**src/rtl/instr_enc_pkg.sv**
```systemverilog
// Shared MSP430 instruction encoding constants, FSM states and helpers.
// Also used by instr_dec so both sides agree on field codes.
package instr_enc_pkg;

  localparam int unsigned WORD_W = 16;
  localparam int unsigned FMT_W  = 2;
  localparam int unsigned KIND_W = 2;

  localparam logic [FMT_W-1:0] FMT_I  = 2'd1;
  localparam logic [FMT_W-1:0] FMT_II = 2'd2;
  localparam logic [FMT_W-1:0] FMT_J  = 2'd3;

  localparam logic [KIND_W-1:0] WK_OP  = 2'd0;
  localparam logic [KIND_W-1:0] WK_SRC = 2'd1;
  localparam logic [KIND_W-1:0] WK_DST = 2'd2;

  localparam logic [2:0] SOP_RRC  = 3'd0;
  localparam logic [2:0] SOP_SWPB = 3'd1;
  localparam logic [2:0] SOP_RRA  = 3'd2;
  localparam logic [2:0] SOP_SXT  = 3'd3;
  localparam logic [2:0] SOP_PUSH = 3'd4;
  localparam logic [2:0] SOP_CALL = 3'd5;
  localparam logic [2:0] SOP_RETI = 3'd6;

  typedef enum logic [1:0] {ST_IDLE, ST_OPW, ST_SRCX, ST_DSTX} state_e;

  // Extension words plus which of them the current instruction still owes.
  typedef struct packed {
    logic [WORD_W-1:0] src_ext;
    logic [WORD_W-1:0] dst_ext;
    logic              need_src;
    logic              need_dst;
  } ext_t;

  function automatic logic sub_op_valid(input logic [2:0] sop);
    case (sop)
      SOP_RRC, SOP_SWPB, SOP_RRA, SOP_SXT,
      SOP_PUSH, SOP_CALL, SOP_RETI: sub_op_valid = 1'b1;
      default:                      sub_op_valid = 1'b0;
    endcase
  endfunction

  function automatic logic desc_legal(input logic [FMT_W-1:0] fmt, input logic [3:0] op);
    case (fmt)
      FMT_I:   desc_legal = (op >= 4'd4);
      FMT_II:  desc_legal = sub_op_valid(op[2:0]);
      FMT_J:   desc_legal = 1'b1;
      default: desc_legal = 1'b0;
    endcase
  endfunction

  function automatic logic [WORD_W-1:0] op_word(
    input logic [FMT_W-1:0] fmt,
    input logic [3:0]       op,
    input logic [3:0]       src,
    input logic [3:0]       dst,
    input logic [1:0]       as_mode,
    input logic             ad,
    input logic             bw,
    input logic [9:0]       jmp_off
  );
    case (fmt)
      FMT_I:   op_word = {op, src, ad, bw, as_mode, dst};
      FMT_II:  op_word = {6'b000100, op[2:0], bw, as_mode, dst};
      FMT_J:   op_word = {3'b001, op[2:0], jmp_off};
      default: op_word = '0;
    endcase
  endfunction

endpackage

```
**src/rtl/instr_ext_need.sv**
```systemverilog
// Decides which extension words an instruction carries.
// R3 and R2/As=1x are constant-generator sources and never take an extension.
module instr_ext_need
  import instr_enc_pkg::*;
(
  input  logic [1:0] fmt,
  input  logic [2:0] op,
  input  logic [3:0] src,
  input  logic [3:0] dst,
  input  logic [1:0] as_mode,
  input  logic       ad,
  output logic       need_src,
  output logic       need_dst
);

  logic [3:0] sreg;
  logic       src_mode_ext;

  assign sreg         = (fmt == FMT_II) ? dst : src;
  assign src_mode_ext = ((as_mode == 2'b01) && (sreg != 4'd3)) ||
                        ((as_mode == 2'b11) && (sreg == 4'd0));

  assign need_src = src_mode_ext &&
                    ((fmt == FMT_I) || ((fmt == FMT_II) && (op != SOP_RETI)));
  assign need_dst = (fmt == FMT_I) && ad;

endmodule

```
**src/rtl/instr_enc.sv**
```systemverilog
// Serialises a decoded MSP430 instruction descriptor into its word stream
// (opcode, optional src ext, optional dst ext), each tagged with its address.
module instr_enc
  import instr_enc_pkg::*;
#(
  parameter logic [15:0] RST_ADDR = 16'hC000
) (
  input  logic        clk,
  input  logic        rst,
  input  logic        in_valid,
  output logic        in_ready,
  input  logic [1:0]  fmt,
  input  logic [3:0]  op,
  input  logic [3:0]  src,
  input  logic [3:0]  dst,
  input  logic [1:0]  as_mode,
  input  logic        ad,
  input  logic        bw,
  input  logic [15:0] src_ext,
  input  logic [15:0] dst_ext,
  input  logic [9:0]  jmp_off,
  output logic [15:0] word,
  output logic        word_valid,
  input  logic        word_ready,
  output logic        word_last,
  output logic [1:0]  word_kind,
  output logic [15:0] word_addr,
  input  logic        load_addr,
  input  logic [15:0] addr_in,
  output logic        err
);

  state_e            state, state_next;
  ext_t              ext_q;
  logic [WORD_W-1:0] word_d;
  logic              valid_d, last_d, err_d;
  logic [KIND_W-1:0] kind_d;
  logic              hs, accept, legal_in, need_src_in, need_dst_in;

  instr_ext_need u_ext_need (
    .fmt     (fmt),
    .op      (op[2:0]),
    .src     (src),
    .dst     (dst),
    .as_mode (as_mode),
    .ad      (ad),
    .need_src(need_src_in),
    .need_dst(need_dst_in)
  );

  assign hs       = word_valid && word_ready;
  assign in_ready = (state == ST_IDLE) || (hs && word_last);
  assign accept   = in_valid && in_ready;
  assign legal_in = desc_legal(fmt, op);

  // Next state and next output word; a new descriptor may overlap the last handshake.
  always_comb begin
    state_next = state;
    word_d     = word;
    valid_d    = word_valid;
    last_d     = word_last;
    kind_d     = word_kind;
    err_d      = 1'b0;
    if (hs) begin
      case (state)
        ST_OPW: begin
          if (ext_q.need_src) begin
            state_next = ST_SRCX;
            word_d     = ext_q.src_ext;
            kind_d     = WK_SRC;
            last_d     = !ext_q.need_dst;
          end else if (ext_q.need_dst) begin
            state_next = ST_DSTX;
            word_d     = ext_q.dst_ext;
            kind_d     = WK_DST;
            last_d     = 1'b1;
          end else begin
            state_next = ST_IDLE;
            valid_d    = 1'b0;
            last_d     = 1'b0;
          end
        end
        ST_SRCX: begin
          if (ext_q.need_dst) begin
            state_next = ST_DSTX;
            word_d     = ext_q.dst_ext;
            kind_d     = WK_DST;
            last_d     = 1'b1;
          end else begin
            state_next = ST_IDLE;
            valid_d    = 1'b0;
            last_d     = 1'b0;
          end
        end
        default: begin
          state_next = ST_IDLE;
          valid_d    = 1'b0;
          last_d     = 1'b0;
        end
      endcase
    end
    if (accept) begin
      if (legal_in) begin
        state_next = ST_OPW;
        word_d     = op_word(fmt, op, src, dst, as_mode, ad, bw, jmp_off);
        valid_d    = 1'b1;
        kind_d     = WK_OP;
        last_d     = !(need_src_in || need_dst_in);
      end else begin
        err_d = 1'b1;
      end
    end
  end

  always_ff @(posedge clk or posedge rst) begin
    if (rst) begin
      state      <= ST_IDLE;
      word       <= '0;
      word_valid <= 1'b0;
      word_last  <= 1'b0;
      word_kind  <= WK_OP;
      err        <= 1'b0;
      ext_q      <= '0;
    end else begin
      state      <= state_next;
      word       <= word_d;
      word_valid <= valid_d;
      word_last  <= last_d;
      word_kind  <= kind_d;
      err        <= err_d;
      if (accept && legal_in) begin
        ext_q <= '{src_ext: src_ext, dst_ext: dst_ext,
                   need_src: need_src_in, need_dst: need_dst_in};
      end
    end
  end

  // Address counter: an explicit load overrides the handshake increment.
  always_ff @(posedge clk or posedge rst) begin
    if (rst) begin
      word_addr <= {RST_ADDR[15:1], 1'b0};
    end else if (load_addr) begin
      word_addr <= {addr_in[15:1], 1'b0};
    end else if (hs) begin
      word_addr <= word_addr + 16'd2;
    end
  end

endmodule
```
**config.mk**
```make
export PLATFORM = sky130hd
export DESIGN_NAME = instr_enc
export DESIGN_NICKNAME = d
export VERILOG_FILES = /design/src/rtl/instr_enc_pkg.sv /design/src/rtl/instr_ext_need.sv /design/src/rtl/instr_enc.sv
export SDC_FILE = /design/constraint.sdc
export NUM_CORES = 1
export LEC_CHECK = 0
export CAP_MARGIN = 25
export CORE_UTILIZATION = 28
export CTS_BUF_LIST = sky130_fd_sc_hd__clkbuf_16
export CTS_CLUSTER_DIAMETER = 40
export CTS_CLUSTER_SIZE = 24
export DETAILED_ROUTE_END_ITERATION = 8
export PLACE_DENSITY = 0.55
export SLEW_MARGIN = 20
export SYNTH_ARGS = -nofsm -noshare
export SYNTH_HDL_FRONTEND = slang
export SYNTH_SLANG_ARGS = --single-unit
```
**constraint.sdc**
```tcl
create_clock -name clk -period 3.85 [get_ports clk]
set_clock_uncertainty 0.1 [all_clocks]
set_input_delay 1.155 -clock clk [delete_from_list [all_inputs] [get_ports clk]]
set_output_delay 1.155 -clock clk [all_outputs]
set_load 0.05 [all_outputs]
```
After elaboration in Yosys (flattened, before gate mapping)
Cells that the tools add are included.
Widths: inputs -> output; s select.
{"block": "op_classes", "n_addsub": 1, "order_cmp": 1, "eq_ne": 15, "mux": 38, "n_reduce_logical": 20}
{"operator": "$mux 16", "n": 7}
{"operator": "$pmux 16 s3", "n": 1}
{"operator": "$pmux 16 s2", "n": 1}
{"operator": "$mux 2", "n": 10}
{"operator": "$add 16x2->16 const B", "n": 1}
{"operator": "$mux 1", "n": 13}
{"operator": "$eq 3x3->1 const B", "n": 3}
{"operator": "$logic_and 1x1->1", "n": 9}
{"operator": "$eq 2x2->1 const B", "n": 4}
{"operator": "$pmux 2 s2", "n": 2}
{"operator": "$reduce_or 7->1", "n": 1}
{"operator": "$eq 2x1->1 const B", "n": 3}
{"operator": "$eq 3x2->1 const B", "n": 2}
{"operator": "$ge 4x3->1 const B", "n": 1}
{"operator": "$logic_not 4->1", "n": 1}
{"operator": "$logic_or 1x1->1", "n": 4}
{"operator": "$mux 4", "n": 1}
{"operator": "$ne 4x2->1 const B", "n": 1}
{"operator": "$pmux 1 s2", "n": 2}
{"operator": "$eq 3x1->1 const B", "n": 1}
{"operator": "$logic_not 3->1", "n": 1}
{"operator": "$ne 3x3->1 const B", "n": 1}
{"operator": "$pmux 1 s3", "n": 1}
{"operator": "$logic_not 1->1", "n": 2}
{"operator": "2 further kinds", "n": 2}
{"block": "totals", "ff_bits": 73, "in_bits": 81, "out_inout_bits": 38, "elab_cells": 86}

Logic depth before layout (Yosys ltp)
{"block": "depth", "word_depth": 10, "depth_mapped": 8, "mapped_depth_nobuf": 6}

By module
A second synthesis with hierarchy kept.
{"block": "hier_totals", "hier_cells": 349, "hier_area_um2": 3776.1}
{"mod": "instr_enc", "instances": 1, "cells_each": 332, "area_per_inst_um2": 3614.7, "seq_area_each_um2": 1804.2}
{"mod": "instr_ext_need", "instances": 1, "cells_each": 17, "area_per_inst_um2": 161.4, "seq_area_each_um2": 0.0}

Worst setup path after synthesis
Ideal clock, no wire load.
{"block": "synth_timing", "path_type": "input -> output", "start": "input port word_ready", "end": "output port in_ready", "t_arrival_ns": 1.574, "t_required_ns": 2.595, "slack_ns": 1.021, "cell_stages": 2, "path_buffers": 1, "path_cell_list": "buf_6 -> a31o_4"}
{"block": "synth_via", "elab_chain_cells": 3}
{"item": "start: declaration", "line": "instr_enc.sv:24", "text": "input logic word_ready,"}
{"item": "$logic_and 1x1->1", "line": "instr_enc.sv:51", "text": "assign hs = word_valid && word_ready;"}
{"item": "$logic_and 1x1->1", "line": "instr_enc.sv:52", "text": "assign in_ready = (state == ST_IDLE) || (hs && word_last);"}
{"item": "$logic_or 1x1->1", "line": "instr_enc.sv:52"}
{"item": "end: declaration", "line": "instr_enc.sv:11", "text": "output logic in_ready,"}
No other way between the ends.

Worst setup path in the final report
Ends and elaborated chain as after synthesis.

==> results_tabular.tex <==
\begin{tabular}{lr}
\hline
Metric & Value \\
\hline
\multicolumn{2}{l}{\textbf{Run status}} \\
Result of the run & completed \\
\multicolumn{2}{l}{\textbf{Placement}} \\
Worst Setup Slack post-DPL & 0.552 ns \\
RePlAce Congestion & 0.856 \\
Port bufs & 116 \\
Hpwl dp & 8.21 mm \\
Post-place instance area & 5410 sq um \\
\multicolumn{2}{l}{\textbf{GRT}} \\
Total overflow reported by the global router & 0 \\
Initial antenna violation count & 0 \\
Vias in the first global route & 3,463 \\
Pin count of the biggest net entering global routing & 39 \\
Total track usage & 15.6\% \\
First-pass GRT wire length & 18.1 mm \\
\multicolumn{2}{l}{\textbf{Timing}} \\
Total of endpoints with negative setup slack in the final report & 0 \\
Achievable clock frequency & 302 MHz \\
TNS Setup & 0 ns \\
Final min period & 3.32 ns \\
Min setup slack post-route & 0.535 ns \\
Final hold viol count & 0 \\
Period utilization & 86.1\% \\
Transition time of the tightest slew-check pin & 0.818 ns \\
Setup repair after global routing missed its margin & no \\
Worst slew slack as a fraction of its limit & 45.5\% \\
Final slew viol count & 0 \\
\multicolumn{2}{l}{\textbf{Synth}} \\
Synthesized area per cell & 10.3 sq um \\
Sequential element share of the synthesized area & 44.0\% \\
Number of distinct standard cells referenced by the synthesized netlist & 48 \\
Count leader, synth & sky130\_fd\_sc\_hd\_\_dfrtp\_1 \\
Dominant cell type by area after synthesis & sky130\_fd\_sc\_hd\_\_dfrtp\_1 \\
Count of synthesis-stage warnings from yosys & 0 \\
Leading post-synthesis cells by instance count & sky130\_fd\_sc\_hd\_\_dfrtp\_1, sky130\_fd\_sc\_hd\_\_nand2\_1, sky130\_fd\_sc\_hd\_\_o21ai\_0 \\
Fraction of registers with async set or reset after synthesis & 100\% \\
Post-synthesis cell count & 398 \\
Yosys reg bits & 72 \\
Main area contributors after synthesis & sky130\_fd\_sc\_hd\_\_dfrtp\_1, sky130\_fd\_sc\_hd\_\_mux2\_2, sky130\_fd\_sc\_hd\_\_mux2\_4, sky130\_fd\_sc\_hd\_\_o21ai\_0, sky130\_fd\_sc\_hd\_\_nand2\_1 \\
EDFF count, synth & 0 \\
Combined area of all synthesized cells & 4100 sq um \\
Leading register cell type out of synthesis & sky130\_fd\_sc\_hd\_\_dfrtp\_1 \\
Post-synthesis net count & 485 \\
Area share of the leading cell type in the synthesized netlist & 42.7\% \\
\multicolumn{2}{l}{\textbf{Die}} \\
Core outline area & 14,100 sq um \\
Die ar. & 15,100 sq um \\
Y dimension of the die & 123 microns \\
Die Span X & 123 microns \\
Cell row count & 43 \\
Initial standard-cell utilization of the core & 29.1\% \\
Total I/O pin count & 119 \\
\multicolumn{2}{l}{\textbf{Layout}} \\
Number of inserted diodes & 0 \\
Layout cells sized above 1 & 15.9\% \\
\# nets final & 591 \\
Final Instance Area & 5700 sq um \\
Area grow syn2layout & 39.0\% \\
\multicolumn{2}{l}{\textbf{Power}} \\
Fraction of power spent switching nets & 40.2\% \\
Internal power component & 2310 uW \\
Worst VDD drop & 0.364 mV \\
Clock power share & 20.8\% \\
Combinational group share of total power & 45.4\% \\
Leakage power & 0.00220 uW \\
Switching power & 1560 uW \\
Power density normalized to cell area & 680 nW/um\^{}2 \\
Sequential share of power & 33.8\% \\
\multicolumn{2}{l}{\textbf{Worst setup path}} \\
Stage delay of the slowest cell on the critical path & 0.45 ns \\
Arrival time reported for the critical path endpoint & 2.06 ns \\
Sequence of cells on the critical path & clkdlybuf4s50\_1 > a31o\_4 > buf\_12 \\
Category of the critical setup timing path & primary input to primary output \\
Critical path launch point type & primary input \\
Data required time at the worst endpoint & 2.59 ns \\
Kind of end point of the critical path & primary output \\
Cell with the largest stage delay on the worst path & sky130\_fd\_sc\_hd\_\_clkdlybuf4s50\_1 \\
Largest fanout on the critical path & 3 \\
\multicolumn{2}{l}{\textbf{Hold path}} \\
Class of the tightest hold or removal check & flip-flop to flip-flop \\
\multicolumn{2}{l}{\textbf{Detailed routing}} \\
TritonRoute pass-1 iters & 4 \\
Post-detailed-routing wire length & 11.2 mm \\
Initial DRC count & 166 \\
Post-detailed-route DRC marker count & 0 \\
Detailed-route wire length per cell & 16.2 microns \\
Via-per-instance ratio & 5.02 \\
Antenna violation net count after detailed routing & 0 \\
Total vias in the final route & 3,460 \\
\multicolumn{2}{l}{\textbf{Clock tree}} \\
TritonCTS clock tree & yes \\
Clock latency on the worst-skew pair & 0.33 ns \\
Post-CTS clock slew at the launch and capture registers of the worst setup and hold paths & 0.05 ns \\
Post-CTS setup repair buffer count & 0 \\
CTS max path bufs & 2 \\
Clock sink count & 72 \\
Level count of the clock H-tree & 3 \\
Clock root buffer & sky130\_fd\_sc\_hd\_\_clkbuf\_16 \\
Post-cts sizing count & 0 \\
Number of clock buffers inserted by TritonCTS & 9 \\
Total of hold buffers inserted after clock tree synthesis & 0 \\
\multicolumn{2}{l}{\textbf{Job}} \\
MaxCap Viol Count & 0 \\
\hline
\end{tabular}
==> final cells by class <==
| cell class | instances | area [sq um] |
|---|---|---|
| clock buffer | 9 | 225 |
| clock inverter | 7 | 63.8 |
| fill | 1410 | 8400 |
| inverter | 10 | 37.5 |
| multi-input combinational | 284 | 2070 |
| sequential | 72 | 1800 |
| tap | 180 | 225 |
| timing repair buffer | 127 | 1270 |
==> path summary, 6_finish.rpt <==
kind	startpoint	endpoint	slack, ns	cells past startpoint
max	word_ready	in_ready	0.53	3
min	ext_q[25]	ext_q[25]	0.41	1
max reg2reg	state[0]	word[0]	1.72	5
min reg2reg	ext_q[25]	ext_q[25]	0.41	1
max in group asynchronous	rst	ext_q[7]	1.75	3
min in group asynchronous	rst	ext_q[32]	1.12	2
==> per-stage QoR <==
step | total power, uW | instances | utilization (%) | hold slack [ns]
finish | 3870 | 689 | 40.4 | 0.412
global route | 4100 | 689 | 40.4 | 0.428
CTS | 3910 | 689 | 40.4 | 0.413
detailed placement | 3070 | 673 | 38.4 | 0.395
global placement | 3050 | 673 | 38.4 | 0.393
floorplan | 2500 | 398 | - | 0.380
==> state kept, by name, indices dropped and copies added, names as in the netlist <==
signal	count
ext_q	34
word	16
word_addr	15
state	2
word_kind	2
err	1
word_last	1
word_valid	1
==> routing by layer <==
layer | vias to the layer above | share of wire (%) | wire, microns | track usage, %
met4 | 0 | 1.2 | 138 | 5.57
met3 | 9 | 7.5 | 837 | 4.24
met1 | 1651 | 48 | 5330 | 21.1
li1 | 1670 | - | - | -
met5 | - | 0 | 0 | 0
met2 | 130 | 44 | 4870 | 23.8
==> power groups by stage <==
stage / registers [uW] / logic [uW] / clock network [uW]
3_3_place_gp: 1310 / 1740 / 0
4_1_cts: 1310 / 1770 / 830
6_report: 1310 / 1760 / 807
5_1_grt: 1350 / 1880 / 868
2_1_floorplan: 1640 / 857 / 0
3_5_place_dp: 1310 / 1760 / 0
==> layout by cell type (no fill, tap or decap), types with 6 or more instances in the layout <==
master and count:
sky130_fd_sc_hd__o21ai_0 31, sky130_fd_sc_hd__dfrtp_1 70, sky130_fd_sc_hd__buf_4 10, sky130_fd_sc_hd__nor3_1 17
sky130_fd_sc_hd__o211ai_1 17, sky130_fd_sc_hd__mux2_4 16, sky130_fd_sc_hd__nand3_1 7, sky130_fd_sc_hd__clkdlybuf4s50_1 115
sky130_fd_sc_hd__xnor2_1 10, sky130_fd_sc_hd__clkbuf_16 9, sky130_fd_sc_hd__nand2_1 40, sky130_fd_sc_hd__inv_1 10
sky130_fd_sc_hd__mux2_2 28, sky130_fd_sc_hd__a21o_1 17, sky130_fd_sc_hd__ha_1 6, sky130_fd_sc_hd__a21oi_1 10
sky130_fd_sc_hd__a22o_1 7, sky130_fd_sc_hd__a31oi_1 16, sky130_fd_sc_hd__nor2_1 7
==> critical path: cells and delay by family <==
| family | cells | cell delay (ns) |
|---|---|---|
| buffers and inverters | 2 | 0.60 |
| AOI/OAI and AO/OA | 1 | 0.30 |
==> cells by family (layout without fill, tap and decap cells) <==
| group | Yosys count | in the layout | share of synthesized area [%] |
|---|---|---|---|
| multiplexers | 47 | 47 | 14.3 |
| flip-flops | 72 | 72 | 44.0 |
| adder cells (fa/ha/maj) | 6 | 6 | 1.83 |
| AO/OA/AOI/OAI | 123 | 123 | 20.4 |
| XOR/XNOR | 12 | 12 | 2.56 |
| other | 1 | 1 | 0.0915 |
| buffers and inverters | 42 | 153 | 5.56 |
| AND/OR/NAND/NOR | 95 | 95 | 11.2 |
(Power assumes the default switching activity.)
